--- src/rtl/deser_bank.sv ---
// Two register banks of n_chan words each, used as a double buffer by chain
// readers: one bank is written while the other is read.
//
// Ports:
//   clk      single clock
//   rst      synchronous active-high reset (clears rd_data only; bank contents are kept)
//   we       write enable for wr_bank[wr_idx]
//   wr_bank  bank to write
//   wr_idx   word index to write (ignored when >= n_chan)
//   wr_data  word to write
//   rd_bank  bank to read
//   rd_addr  word index to read; indices >= n_chan read as zero
//   rd_data  registered read data, one-cycle latency
module deser_bank #(
  parameter int dwi    = 28,
  parameter int n_chan = 8,
  parameter int aw     = 3
) (
  input  logic           clk,
  input  logic           rst,
  input  logic           we,
  input  logic           wr_bank,
  input  logic [aw-1:0]  wr_idx,
  input  logic [dwi-1:0] wr_data,
  input  logic           rd_bank,
  input  logic [aw-1:0]  rd_addr,
  output logic [dwi-1:0] rd_data
);

  // Storage is sized to the full address space so any aw-bit index is a legal
  // array select; entries at or above n_chan are never written nor read.
  logic [dwi-1:0] mem_r [2][2**aw];
  logic [dwi-1:0] rd_data_r;

  // Bank write port; out-of-range indices are dropped.
  always_ff @(posedge clk) begin
    if (we && (int'(wr_idx) < n_chan)) begin
      mem_r[wr_bank][wr_idx] <= wr_data;
    end
  end

  // Registered read port; out-of-range addresses return zero.
  always_ff @(posedge clk) begin
    if (rst) begin
      rd_data_r <= {dwi{1'b0}};
    end else if (int'(rd_addr) < n_chan) begin
      rd_data_r <= mem_r[rd_bank][rd_addr];
    end else begin
      rd_data_r <= {dwi{1'b0}};
    end
  end

  assign rd_data = rd_data_r;

endmodule

--- src/rtl/stream_deserialize.sv ---
// Receive end of the gated serial sample chain. Each gated burst following a
// snapshot strobe is rebuilt into an n_chan-word frame in the capture bank;
// a complete frame is published atomically by swapping banks. Short and long
// bursts raise sticky error flags and are never published.
//
// Ports:
//   clk          single clock
//   rst          synchronous active-high reset
//   stream_in    signed word from the end of the chain
//   gate_in      stream_in carries a valid word
//   strobe_in    chain snapshot strobe; next gated word is word 0 of a new frame
//   frame_valid  one-cycle pulse when a new frame is published
//   frame_count  number of published frames, wraps modulo 2**16
//   rd_addr      word index into the published frame
//   rd_data      published word, one-cycle latency
//   err_short    sticky: burst ended or restarted before n_chan words
//   err_long     sticky: gated words arrived after a complete frame
//   err_clear    clears both sticky flags (a simultaneous set wins)
module stream_deserialize #(
  parameter int dwi    = 28,
  parameter int n_chan = 8,
  parameter int aw     = 3
) (
  input  logic                  clk,
  input  logic                  rst,
  input  logic signed [dwi-1:0] stream_in,
  input  logic                  gate_in,
  input  logic                  strobe_in,
  output logic                  frame_valid,
  output logic [15:0]           frame_count,
  input  logic [aw-1:0]         rd_addr,
  output logic [dwi-1:0]        rd_data,
  output logic                  err_short,
  output logic                  err_long,
  input  logic                  err_clear
);

  localparam int cw = $clog2(n_chan + 1);

  localparam logic [1:0] IDLE    = 2'd0;
  localparam logic [1:0] CAPTURE = 2'd1;
  localparam logic [1:0] DONE    = 2'd2;

  localparam logic [cw-1:0] CNT_LAST = cw'(n_chan - 1);

  logic [1:0]    state_r;
  logic [1:0]    state_n_s;
  logic [cw-1:0] cnt_r;
  logic [cw-1:0] cnt_n_s;
  logic          bank_sel_r;
  logic          frame_valid_r;
  logic [15:0]   frame_count_r;
  logic          err_short_r;
  logic          err_long_r;

  logic          we_s;
  logic          complete_s;
  logic          set_short_s;
  logic          set_long_s;

  // Next-state logic: the current word is handled first, then a strobe forces
  // a restart so a continuously high gate can carry back-to-back frames.
  always_comb begin
    state_n_s   = state_r;
    cnt_n_s     = cnt_r;
    we_s        = 1'b0;
    complete_s  = 1'b0;
    set_short_s = 1'b0;
    set_long_s  = 1'b0;

    case (state_r)
      IDLE: begin
        if (gate_in) begin
          we_s      = 1'b1;
          cnt_n_s   = cw'(1);
          state_n_s = CAPTURE;
        end else begin
          state_n_s = IDLE;
        end
      end
      CAPTURE: begin
        if (gate_in) begin
          we_s    = 1'b1;
          cnt_n_s = cnt_r + cw'(1);
          if (cnt_r == CNT_LAST) begin
            complete_s = 1'b1;
            state_n_s  = DONE;
          end else begin
            state_n_s = CAPTURE;
          end
        end else begin
          set_short_s = 1'b1;
          cnt_n_s     = {cw{1'b0}};
          state_n_s   = IDLE;
        end
      end
      DONE: begin
        // A word arriving with the strobe closes the old burst and is not an overrun.
        if (gate_in) begin
          set_long_s = ~strobe_in;
          state_n_s  = DONE;
        end else begin
          cnt_n_s   = {cw{1'b0}};
          state_n_s = IDLE;
        end
      end
      default: begin
        cnt_n_s   = {cw{1'b0}};
        state_n_s = IDLE;
      end
    endcase

    // A strobe in CAPTURE that does not land on the completing word truncates the frame.
    if (strobe_in) begin
      cnt_n_s     = {cw{1'b0}};
      state_n_s   = IDLE;
      set_short_s = set_short_s | ((state_r == CAPTURE) & ~complete_s);
    end else begin
      set_short_s = set_short_s;
    end
  end

  // FSM, word counter, bank swap and frame publication.
  always_ff @(posedge clk) begin
    if (rst) begin
      state_r       <= IDLE;
      cnt_r         <= {cw{1'b0}};
      bank_sel_r    <= 1'b0;
      frame_valid_r <= 1'b0;
      frame_count_r <= 16'd0;
    end else begin
      state_r       <= state_n_s;
      cnt_r         <= cnt_n_s;
      bank_sel_r    <= bank_sel_r ^ complete_s;
      frame_valid_r <= complete_s;
      frame_count_r <= frame_count_r + {15'd0, complete_s};
    end
  end

  // Sticky error flags; a set in the same cycle as err_clear wins.
  always_ff @(posedge clk) begin
    if (rst) begin
      err_short_r <= 1'b0;
      err_long_r  <= 1'b0;
    end else begin
      err_short_r <= set_short_s | (err_short_r & ~err_clear);
      err_long_r  <= set_long_s  | (err_long_r  & ~err_clear);
    end
  end

  // The capture bank is the one not selected for reading, so a partial frame
  // can never become visible.
  deser_bank #(
    .dwi    (dwi),
    .n_chan (n_chan),
    .aw     (aw)
  ) u_bank (
    .clk     (clk),
    .rst     (rst),
    .we      (we_s & ~rst),
    .wr_bank (~bank_sel_r),
    .wr_idx  (aw'(cnt_r)),
    .wr_data (stream_in),
    .rd_bank (bank_sel_r),
    .rd_addr (rd_addr),
    .rd_data (rd_data)
  );

  assign frame_valid = frame_valid_r;
  assign frame_count = frame_count_r;
  assign err_short   = err_short_r;
  assign err_long    = err_long_r;

endmodule
--- config.mk ---
export PLATFORM = sky130hd
export DESIGN_NAME = stream_deserialize
export DESIGN_NICKNAME = d
export VERILOG_FILES = /design/src/rtl/deser_bank.sv /design/src/rtl/stream_deserialize.sv
export SDC_FILE = /design/constraint.sdc
export NUM_CORES = 1
export LEC_CHECK = 0
export BUFFER_PORTS_ARGS = -buffer_cell sky130_fd_sc_hd__clkbuf_2
export CAP_MARGIN = 20
export CORE_MARGIN = 3
export CORE_UTILIZATION = 45
export CTS_BUF_LIST = sky130_fd_sc_hd__clkbuf_4
export CTS_CLUSTER_DIAMETER = 50
export DETAILED_ROUTE_END_ITERATION = 7
export GPL_TIMING_DRIVEN = 0
export PLACE_DENSITY = 0.59
export SYNTH_ARGS = -nofsm -noshare
export SYNTH_HDL_FRONTEND = slang
export SYNTH_SLANG_ARGS = --single-unit
export TNS_END_PERCENT = 30
--- constraint.sdc ---
create_clock -name clk -period 5.3 [get_ports clk]
set_clock_uncertainty 0.2 [all_clocks]
set_input_delay 0.53 -clock clk [delete_from_list [all_inputs] [get_ports clk]]
set_output_delay 0.53 -clock clk [all_outputs]
set_load 0.01 [all_outputs]
---- Word level (Yosys, flattened, before mapping) ----
Memory sizes are Yosys's and may differ from the RTL's. A register that Yosys moved wholly into a read port is not among the register bits.
Index checks and enable logic that the tools add are counted.
storage, ports and cells
  register bits ........................... 54
  bits in writable memories ............... 448
  output and inout port bits .............. 47
  logic and storage cells ................. 66
  memories kept ........................... 1
cells by class
  add/sub/neg operators ................... 2
  magnitude comparators ................... 3
  equal/unequal tests ..................... 5
  multiplexer cells ....................... 27
  bitwise logic cells ..................... 15
  reductions and logical operators ........ 5
memories
  memory        depth  width  read ports  clocked after memory_dff  write ports  RTL line          source
  u_bank.mem_r  2      224    1           1                         1            deser_bank.sv:32  logic [dwi-1:0] mem_r [2][2**aw];
operators with widths
  cell                                                  count
  2-to-1 mux 224 bit                                    1
  binary-select mux 28 bit (select 3 bit)               1
  demux 28 bit (select 3 bit)                           1
  2-to-1 mux 28 bit                                     3
  adder 16 x 1 -> 16 bit                                1
  2-to-1 mux 1 bit                                      13
  2-to-1 mux 4 bit                                      3
  case mux 4 bit (3 select lines)                       1
  >= comparator 4 bit (second input constant)           2
  inverter 3 -> 4 bit                                   2
  2-to-1 mux 2 bit                                      3
  case mux 2 bit (3 select lines)                       1
  inverter 1 bit                                        5
  adder 4 x 1 -> 4 bit (second input constant)          1
  bitwise AND 1 bit                                     4
  equality test 4 x 3 -> 1 bit (second input constant)  1
  < comparator 4 x 1 -> 1 bit (second input constant)   1
  inequality test 2 bit (second input constant)         2
  OR reduction 2 bit                                    2
  OR 1 bit                                              3
  equality test 2 x 1 -> 1 bit (second input constant)  1
  equality test 2 bit (second input constant)           1
  zero test 2 bit                                       1
  AND reduction 2 bit                                   1
  2 further kinds                                       2

---- Longest topological paths before layout ----
Gate-level depths: netlist of the first run.
  depth after elaboration ................. 9
  gate-level depth with buffers ........... 10
  depth with buffers taken out ............ 10

---- Modules after synthesis ----
From an unflattened synthesis of the first run, not the netlist that was laid out.
unflattened totals
  cells, all modules ...................... 1096
  area total of the unflattened synthesis .. 19293.5 um2
modules (own cells, without submodules)
  module              times used  cells each  area each (um2)
  deser_bank          1           956         18058.6
  stream_deserialize  1           140         1234.9

---- Least setup slack after synthesis of the first run ----
OpenSTA, ideal clock, no wires.
  path type ............................... register to register
  from .................................... reg bank_sel_r
  to ...................................... mem u_bank.mem_r[1][196] (netlist bit), enable pin
  arrival ................................. 2.997 ns
  required time ........................... 4.652 ns
  setup slack ............................. 1.655 ns
  cell stages (with the launch flop) ...... 7
  buffers on the path ..................... 3
  clock period less this slack ............ 3.645 ns
  path through ............................ dfxtp_1 > buf_2 > buf_6 > buf_6 > nor3_1 > nand2b_1 > nor3_1
on the way
  word-level cells in the longest chain between the ends .. 1
RTL lines
  what                    RTL line                   source
  start, declared         stream_deserialize.sv:50   logic bank_sel_r;
  start signal, assigned  stream_deserialize.sv:134  bank_sel_r <= bank_sel_r ^ complete_s;
  inverter 1 bit          stream_deserialize.sv:161  .wr_bank (~bank_sel_r),
  end, declared           deser_bank.sv:32
Every way passes these cells.

---- Worst setup path in the final report of the first run ----
  from .................................... reg bank_sel_r
  to ...................................... mem u_bank.mem_r[0][169] (netlist bit), enable pin
Same word-level chain as after synthesis.

==> results of run 1 <==
## state kept, by name, summed over array words and instances, names as in the netlist
name and cells:
u_bank.mem_r 448, u_bank.rd_data 28, frame_count 16, cnt_r 4
state_r 2, bank_sel_r 1, err_long 1, err_short 1
frame_valid 1
## final timing paths
| path | slack [ns] | from | cells past startpoint | endpoint |
|---|---|---|---|---|
| worst max register to register | 2.14 | bank_sel_r$_SDFF_PP0_ | 7 | u_bank.mem_r[0][169]$_DFFE_PP_ |
| worst max-delay path | 2.14 | bank_sel_r$_SDFF_PP0_ | 7 | u_bank.mem_r[0][169]$_DFFE_PP_ |
| worst min-delay path | 0.29 | rd_addr[0] | 4 | u_bank.rd_data[10]$_SDFF_PP0_ |
| worst min register to register | 0.32 | err_long$_SDFF_PP0_ | 2 | err_long$_SDFF_PP0_ |
## cell usage in the layout (no fill, tap or decap), types with 9 or more instances in the layout
| cell type | instances |
|---|---|
| edfxtp_1 | 448 |
| clkbuf_4 | 209 |
| mux2i_1 | 206 |
| a22oi_1 | 94 |
| clkbuf_2 | 81 |
| nand2_1 | 56 |
| dfxtp_1 | 54 |
| dlygate4sd3_1 | 33 |
| buf_4 | 23 |
| nor2_1 | 22 |
| o21ai_0 | 22 |
| o22ai_1 | 19 |
| clkbuf_1 | 18 |
| clkinv_1 | 13 |
| buf_6 | 12 |
| nor2_4 | 12 |
| buf_2 | 10 |
| mux4_2 | 9 |
| a221oi_1 | 9 |
## tightest hold or removal path, stage by stage
cell,delay [ns]
clkbuf_2,0.15
inv_1,0.25
o21ai_0,0.22
o21ai_0,0.08
## metal layers
layer	vias to the layer above	part of all wire	global-route usage	wire length, microns
li1	4972	-	-	-
met1	5472	0.45	0.2839	20270
met2	327	0.48	0.3241	21720
met3	72	0.055	0.04692	2502
met4	2	0.022	0.07691	986
met5	-	0.00029	0	13
## cell type report
type                    count  share of cell area
diodes                      2           0.0002194
plain buffers              61             0.01503
clock buffers             209             0.06877
clock inverters            25            0.008829
inverters                   6           0.0009871
multi-input cells         530              0.1896
flip-flops and latches    502              0.6370
well taps                 532             0.02917
repair buffers            138             0.05034
## power by group through the flow
stage	registers (mW)	logic [mW]	clock network (mW)
after global placement	4.43	0.228	0
after detailed placement	4.43	0.237	0
after global routing	4.34	0.279	3.81
final	4.34	0.255	3.50
after floorplan	4.44	0.0878	0
after CTS	4.34	0.257	3.58
## repair_timing
action,CTS,global route
setup endpoints to repair,0,0
endpoints found under the hold margin,456,0
hold buffers,33,0
## logic make-up (layout without fill, tap and decap cells)
logic type | count (synthesis) | after routing | synth area share
adder cells (fa/ha/maj) | 3 | 3 | 0.001964
flip-flops | 502 | 502 | 0.7603
other | 0 | 2 | 0
multiplexers | 217 | 217 | 0.1196
XOR/XNOR | 12 | 12 | 0.005498
AND/OR/NAND/NOR | 144 | 144 | 0.03757
AO/OA/AOI/OAI | 154 | 154 | 0.05590
buffers and inverters | 67 | 439 | 0.01911
==> results_dict.tcl, run 1 <==
set metrics [dict create \
    cp_common_cell "buf_4" \
    finalCritPeriodShare 0.5957 \
    synth-edff-count 448 \
    syn-num-nets 1138 \
    hold_violations 0 \
    crit_path_start_kind "flip-flop" \
    synth_common_cells "edfxtp_1, mux2i_1, a22oi_1" \
    die_height_microns 212.1 \
    max_cap_viol_count 0 \
    clk_latency_ns 0.81 \
    fp.coreArea_sq_um 41390 \
    dr_total_vias 10845 \
    power.switching_mw 1.705 \
    cp_max_fo 10 \
    ios 83 \
    grt_start_max_net_pins 23 \
    endpoint_kind "flip-flop" \
    pwr-share-clk 0.432 \
    cts_resized 0 \
    synth_cell_types 41 \
    ctsRootBufferMaster "clkbuf_4" \
    clk_pin_slew_worst_paths_ns 0.07 \
    dpl.hpwl_microns 28140 \
    crit_slowest_cell "nor3_2" \
    whs_ns 0.2914 \
    cp_top_family "simple AND/OR/NAND/NOR gates" \
    rsz0062_at_grt "no" \
    yosysWarningCount 0 \
    synth_seq_area_share 0.7603 \
    seq_power_share 0.536 \
    finalPower_mw 8.096 \
    fin_tns_setup_ns 0 \
    first_global_vias 11247 \
    via_per_inst 5.409 \
    dp_cells 1736 \
    p_int_mw 6.391 \
    synth_cells 1099 \
    report.final.slew_viol_count 0 \
    dp_slack_ns 1.966 \
    final_cells 2005 \
    drtIter0Drc 796 \
    syn_area_per_cell_sq_um 17.39 \
    overflow 0 \
    p_per_area_nw_per_um2 354.9 \
    grt_pass1_wl_microns 67900 \
    wl_per_cell_microns 22.69 \
    cts_made_buffers 132 \
    arrival_ns 3.44 \
    crit_buf_inv 5 \
    io_buffers 81 \
    ant_nets 0 \
    status "complete, no violations" \
    path_cells "buf_2, buf_4, buf_4, nand4_1, nor3_2, buf_8, buf_6" \
    synth.area.top_cells "edfxtp_1, mux2i_1, dfxtp_1, a22oi_1, nand2_1" \
    synth-seq-cells 502 \
    finalSetupViolCount 0 \
    p_leak_nw 7.581 \
    die_w_microns 212.1 \
    fmax_ghz 0.3168 \
    postLayoutCellArea_sq_um 22820 \
    drc 0 \
    worstPathRequired_ns 5.58 \
    utilization 0.5513 \
    die_area_sq_um 44990 \
    layout_min_cycle_time_ns 3.157 \
    tightest_slew_ns 1.016 \
    start_util 0.4619 \
    yosys.cell_count.top_type "edfxtp_1" \
    ys.flop_type "edfxtp_1" \
    cts_tree "yes" \
    timing.setup.critical_path_class "flip-flop to flip-flop" \
    yosys.area.top_type_share 0.7038 \
    first_pass_iters 5 \
    drt-total-wl_microns 45500 \
    layout_setup_ws_ns 2.143 \
    ir_worst_vdd_uv 174.2 \
    h-tree-depth 4 \
    fillerInstances 3357 \
    rows 74 \
    nets 1410 \
    postSynth.asyncResetShare 0 \
    slew_headroom 0.3190 \
    max_stage_delay_ns 0.90 \
    clock-sinks 502 \
    place_area_sq_um 20710 \
    post_cts_buffers 0 \
    grt_use_total 0.2062 \
    synth_area_leader_cell "edfxtp_1" \
    regArea_sq_um 14530 \
    synth_area_sq_um 19120 \
    antenna_found_initial 3 \
    switching_share 0.2106 \
    area_growth_pct 19.35 \
    drive_above_1_share 0.2678 \
    pwr-share-comb 0.032 \
    multi_input_area_sq_um 4327 \
    gp_congestion 0.7611 \
    ctsLongestPathBuffers 3 \
    hp-class "primary input to flip-flop" \
]
Note: power is estimated with default switching activity, not from simulation.
==> run 2, diff against run 1 <==
--- a/config.mk
+++ b/config.mk
@@ -13,7 +13,7 @@
 export CTS_CLUSTER_DIAMETER = 50
 export DETAILED_ROUTE_END_ITERATION = 7
 export GPL_TIMING_DRIVEN = 0
-export PLACE_DENSITY = 0.59
+export PLACE_DENSITY = 0.62
 export SYNTH_ARGS = -nofsm -noshare
 export SYNTH_HDL_FRONTEND = slang
 export SYNTH_SLANG_ARGS = --single-unit
==> constraint.sdc (replaced) <==
create_clock -name clk -period 2.9 [get_ports clk]
set_clock_uncertainty 0.2 [all_clocks]
set_input_delay 0.29 -clock clk [delete_from_list [all_inputs] [get_ports clk]]
set_output_delay 0.29 -clock clk [all_outputs]
set_load 0.01 [all_outputs]
==> run 2 against run 1 <==
Clock power is 76% higher. Register-to-register slack worse by 2.0 ns. Final cell count shrank 0.15%. Via count rose by 1.3%. Fmax up 14%. Total power grew 80%. Critical path depth unchanged. Setup slack worse by 2.0 ns. Critical endpoint is now u_bank.mem_r[0][204]$_DFFE_PP_.
==> results_dict.tcl, run 2 (same netlist as run 1, synthesis figures left out) <==
set metrics [dict create \
    status "complete, no violations" \
    grt_pass1_wl_microns 66530 \
    ios 83 \
    rows 74 \
    layout_min_cycle_time_ns 2.765 \
    fp.coreArea_sq_um 41390 \
    ctsLongestPathBuffers 3 \
    fmax_ghz 0.3617 \
    worstHoldEndpoint "u_bank.rd_data[4]$_SDFF_PP0_" \
    p_per_area_nw_per_um2 637.5 \
    worstHoldStart "rd_addr[2]" \
    ir_worst_vdd_uv 328.3 \
    worstPathRequired_ns 3.17 \
    p_leak_nw 7.544 \
    die_w_microns 212.1 \
    dr_total_vias 10984 \
    hold_path_depth 4 \
    via_per_inst 5.487 \
    use_met1 0.2701 \
    fillerInstances 3297 \
    grt_use_total 0.2027 \
    io_buffers 81 \
    rr_worst_depth 7 \
    first_global_vias 11109 \
    report.final.slew_viol_count 0 \
    cts_made_buffers 131 \
    finalCritPeriodShare 0.9533 \
    hp-class "primary input to flip-flop" \
    crit_path_start_kind "flip-flop" \
    met2_usage 0.3289 \
    final_cell_mix "edfxtp_1, mux2i_1, clkbuf_4" \
    drtIter0Drc 955 \
    endpoint_kind "flip-flop" \
    hold_violations 0 \
    max_cap_viol_count 0 \
    cp_max_fo 10 \
    r2r_slack_ns 0.14 \
    rr_startpoint "bank_sel_r$_SDFF_PP0_" \
    timing.setup.critical_path_class "flip-flop to flip-flop" \
    h-tree-depth 4 \
    drc 0 \
    area_growth_pct 19.55 \
    dpl.hpwl_microns 27250 \
    clk_pin_slew_worst_paths_ns 0.06 \
    grt_start_max_net_pins 23 \
    nets 1413 \
    clk_latency_ns 0.80 \
    wl_per_cell_microns 22.57 \
    cts_tree "yes" \
    whs_ns 0.1178 \
    clock-sinks 502 \
    die_area_sq_um 44990 \
    reg2reg_to "u_bank.mem_r[0][204]$_DFFE_PP_" \
    ctsRootBufferMaster "clkbuf_4" \
    grt_util_met3 0.05002 \
    antenna_found_initial 2 \
    die_height_microns 212.1 \
    rsz0062_at_grt "no" \
    busiest_layer "met2" \
    overflow 0 \
    slew_headroom 0.3593 \
    final_common_cell "edfxtp_1" \
    gp_congestion 0.7521 \
    ant_nets 0 \
    first_pass_iters 5 \
    regMostFlops "u_bank.mem_r" \
    largest_reg_flops 448 \
    start_util 0.4619 \
    tightest_slew_ns 0.9611 \
    finalSetupViolCount 0 \
    arrival_ns 3.03 \
    finalPower_mw 14.57 \
    fin_tns_setup_ns 0 \
    drive_above_1_share 0.2636 \
    drt-total-wl_microns 45190 \
]
==> run 2: changes by cell type in the layout (fill, tap and decap cells not counted), sizes merged <==
cell,previous run,this run
buf,67,68
clkbuf,308,295
clkinv,15,20
clkinvlp,0,1
dlygate4sd3,33,36
==> run 2: what timing repair did <==
| item | 4_1_cts | 5_1_grt |
|---|---|---|
| hold buffers | 36 | 0 |
| gates resized for setup | 2 | 2 |
| pin swaps | 1 | 2 |
| endpoints found under the hold margin | 471 | 0 |
| setup endpoints to repair | 17 | 21 |
| buffers inserted | 1 | 2 |
==> run 2: power by group <==
group	internal (mW)	switching (mW)
sequential	7.92	0.0154
combinational	0.150	0.323
clock	3.44	2.72
==> run 2: final cells by class <==
type                    count  area, sq um  share of cell area
diodes                      2        5.005           0.0002190
plain buffers              61        346.6             0.01517
repair buffers            142         1224             0.05354
flip-flops and latches    502        14540              0.6360
well taps                 532        665.6             0.02913
multi-input cells         530         4352              0.1904
clock buffers             196         1471             0.06439
inverters                   6        22.52           0.0009855
clock inverters            31        231.5             0.01013
==> run 2: worst max-delay path, stage by stage (launching register included) <==
cell and delay, ns:
dfxtp_1 0.33, buf_2 0.17, buf_4 0.19, buf_6 0.21
nand4b_1 0.45, nor3_4 0.49, buf_6 0.22, buf_6 0.18
==> run 2: worst max path at each step <==
stage                     startpoint                        endpoint  slack [ns]
3_5_place_dp   bank_sel_r$_SDFF_PP0_  u_bank.mem_r[0][170]$_DFFE_PP_       -0.32
5_1_grt        bank_sel_r$_SDFF_PP0_  u_bank.mem_r[1][148]$_DFFE_PP_        0.02
2_1_floorplan  bank_sel_r$_SDFF_PP0_  u_bank.mem_r[0][196]$_DFFE_PP_       -0.62
3_3_place_gp   bank_sel_r$_SDFF_PP0_  u_bank.mem_r[0][169]$_DFFE_PP_       -3.43
6_report       bank_sel_r$_SDFF_PP0_  u_bank.mem_r[0][204]$_DFFE_PP_        0.14
4_1_cts        bank_sel_r$_SDFF_PP0_  u_bank.mem_r[0][148]$_DFFE_PP_        0.02
==> run 2: per-layer routing <==
metal,wire [microns],up-vias
met3,3292,75
met5,0,-
met4,870,0
met2,21850,433
met1,19170,5495
li1,-,4981
==> run 2: through the flow <==
step	setup WS, ns	instance area (sq um)	utilization	instances
after floorplan	-0.6191	19130	-	1099
after global placement	-3.428	20200	0.4880	1712
after detailed placement	-0.3192	20720	0.5006	1734
after CTS	0.01786	22800	0.5510	1998
after global routing	0.02244	22850	0.5521	2001
final	0.1354	22850	0.5522	2002
==> run 3, diff against run 2 <==
--- a/config.mk
+++ b/config.mk
@@ -13,7 +13,7 @@
 export CTS_CLUSTER_DIAMETER = 50
 export DETAILED_ROUTE_END_ITERATION = 7
 export GPL_TIMING_DRIVEN = 0
-export PLACE_DENSITY = 0.62
+export PLACE_DENSITY = 0.59
 export SYNTH_ARGS = -nofsm -noshare
 export SYNTH_HDL_FRONTEND = slang
 export SYNTH_SLANG_ARGS = --single-unit
==> constraint.sdc (replaced) <==
create_clock -name clk -period 3.15 [get_ports clk]
set_clock_uncertainty 0.2 [all_clocks]
set_input_delay 0.315 -clock clk [delete_from_list [all_inputs] [get_ports clk]]
set_output_delay 0.315 -clock clk [all_outputs]
set_load 0.01 [all_outputs]
==> run 3 against run 2 <==
Non-clock buffer count shrank 4. Setup slack improved by 0.17 ns. Critical path type unchanged. Worst hold slack got worse by 0.0067 ns.
==> results_dict.tcl, run 3 (same netlist as run 1, synthesis figures left out) <==
set metrics [dict create \
    regMostFlops "u_bank.mem_r" \
    tightest_slew_ns 0.8909 \
    fin_tns_setup_ns 0 \
    cts_made_buffers 131 \
    via_per_inst 5.386 \
    fp.coreArea_sq_um 41390 \
    nets 1409 \
    cp_max_fo 10 \
    grt_use_total 0.2054 \
    use_met1 0.2790 \
    layout_min_cycle_time_ns 2.844 \
    antenna_found_initial 1 \
    die_height_microns 212.1 \
    dr_total_vias 10767 \
    crit_buf_inv 5 \
    clk_latency_ns 0.78 \
    slew_headroom 0.4061 \
    drt-total-wl_microns 44920 \
    utilization 0.5505 \
    clk_pin_slew_worst_paths_ns 0.07 \
    ant_nets 0 \
    cts_tree "yes" \
    busiest_layer "met2" \
    drive_above_1_share 0.2565 \
    ir_worst_vdd_uv 238.6 \
    p_leak_nw 7.518 \
    fmax_ghz 0.3517 \
    rows 74 \
    crit_path_start_kind "flip-flop" \
    arrival_ns 3.09 \
    met2_usage 0.3286 \
    timing.setup.critical_path_class "flip-flop to flip-flop" \
    hp-class "primary input to flip-flop" \
    drtIter0Drc 753 \
    hold_violations 0 \
    clock-sinks 502 \
    wl_per_cell_microns 22.47 \
    dpl.hpwl_microns 27440 \
    ios 83 \
    first_global_vias 11245 \
    finalPower_mw 13.37 \
    post_cts_buffers 0 \
    gp_congestion 0.7434 \
    status "complete, no violations" \
    start_util 0.4619 \
    area_growth_pct 19.20 \
    ctsLongestPathBuffers 3 \
    die_area_sq_um 44990 \
    max_cap_viol_count 0 \
    rsz0062_at_grt "no" \
    cp_top_family "buffers and inverters" \
    ctsRootBufferMaster "clkbuf_4" \
    final_cell_mix "edfxtp_1, mux2i_1, clkbuf_4" \
    h-tree-depth 4 \
    endpoint_kind "flip-flop" \
    max_stage_delay_ns 0.56 \
    grt_util_met3 0.04781 \
    drc 0 \
    report.final.slew_viol_count 0 \
    largest_reg_flops 448 \
    io_buffers 81 \
    finalCritPeriodShare 0.9027 \
    p_per_area_nw_per_um2 586.9 \
    first_pass_iters 5 \
    grt_start_max_net_pins 23 \
    worstPathRequired_ns 3.40 \
    crit_slowest_cell "nor3_4" \
    die_w_microns 212.1 \
    grt_pass1_wl_microns 67730 \
    finalSetupViolCount 0 \
    overflow 0 \
    final_common_cell "edfxtp_1" \
    path_cells "buf_2, buf_4, buf_4, nand4b_1, nor3_4, buf_6, buf_6" \
]
## run 3: changes by cell type in the layout (fill, tap and decap cells not counted), moves of 2 or more
cell | before | now
clkinv_1 | 15 | 25
clkbuf_4 | 196 | 192
clkinv_2 | 5 | 2
buf_12 | 10 | 8
buf_6 | 7 | 9
buf_8 | 4 | 2
dlygate4sd3_1 | 36 | 34
## run 3: worst paths after layout
kind	startpoint	endpoint	slack [ns]	depth (start not counted)
min	rd_addr[1]	u_bank.rd_data[9]$_SDFF_PP0_	0.11	5
min reg2reg	err_long$_SDFF_PP0_	err_long$_SDFF_PP0_	0.31	2
max reg2reg	bank_sel_r$_SDFF_PP0_	u_bank.mem_r[0][209]$_DFFE_PP_	0.31	7
max	bank_sel_r$_SDFF_PP0_	u_bank.mem_r[0][209]$_DFFE_PP_	0.31	7
## run 3: layout make-up
class / count / area [sq um]
Antenna cell: 1 / 2.502
Buffer: 61 / 342.8
Clock buffer: 192 / 1441
Clock inverter: 37 / 251.5
Fill cell: 3363 / 18600
Inverter: 6 / 22.52
Multi-Input combinational cell: 530 / 4345
Sequential cell: 502 / 14530
Tap cell: 532 / 665.6
Timing Repair Buffer: 138 / 1180
## run 3: what timing repair did
action,in CTS,in global routing
endpoints found under the setup margin,0,1
hold endpoints to repair,466,0
resized for setup,0,1
hold buffers,34,0
## run 3: tightest hold or removal path: cells and delay by family
kind / cells / cell delay (ns)
multiplexers: 1 / 0.23
buffers and inverters: 2 / 0.35
AO/OA/AOI/OAI: 2 / 0.15
## run 3: stage by stage
stage,hold WS (ns),setup WS [ns],instances,instance area [sq um]
2_1_floorplan,0.2139,-0.3691,1099,19130
3_3_place_gp,0.2528,-3.120,1712,20200
3_5_place_dp,0.2579,0.1213,1735,20740
4_1_cts,0.03038,0.08228,1998,22780
5_1_grt,0.06496,0.1330,1999,22790
6_report,0.1110,0.3064,1999,22790
## run 3: per-layer routing
metal  up-vias  part of all wire
met1      5374              0.44
li1       4963                 -
met3        68             0.062
met2       362              0.48
met5         -                 0
met4         0             0.019
## run 3: report_power, final
group | internal [mW] | total [mW] | leakage, nW | switching [mW]
clock network | 3.12 | 5.63 | 1.01 | 2.52
logic | 0.138 | 0.432 | 2.03 | 0.294
registers | 7.29 | 7.31 | 4.48 | 0.0146
total | 10.5 | 13.4 | 7.52 | 2.82
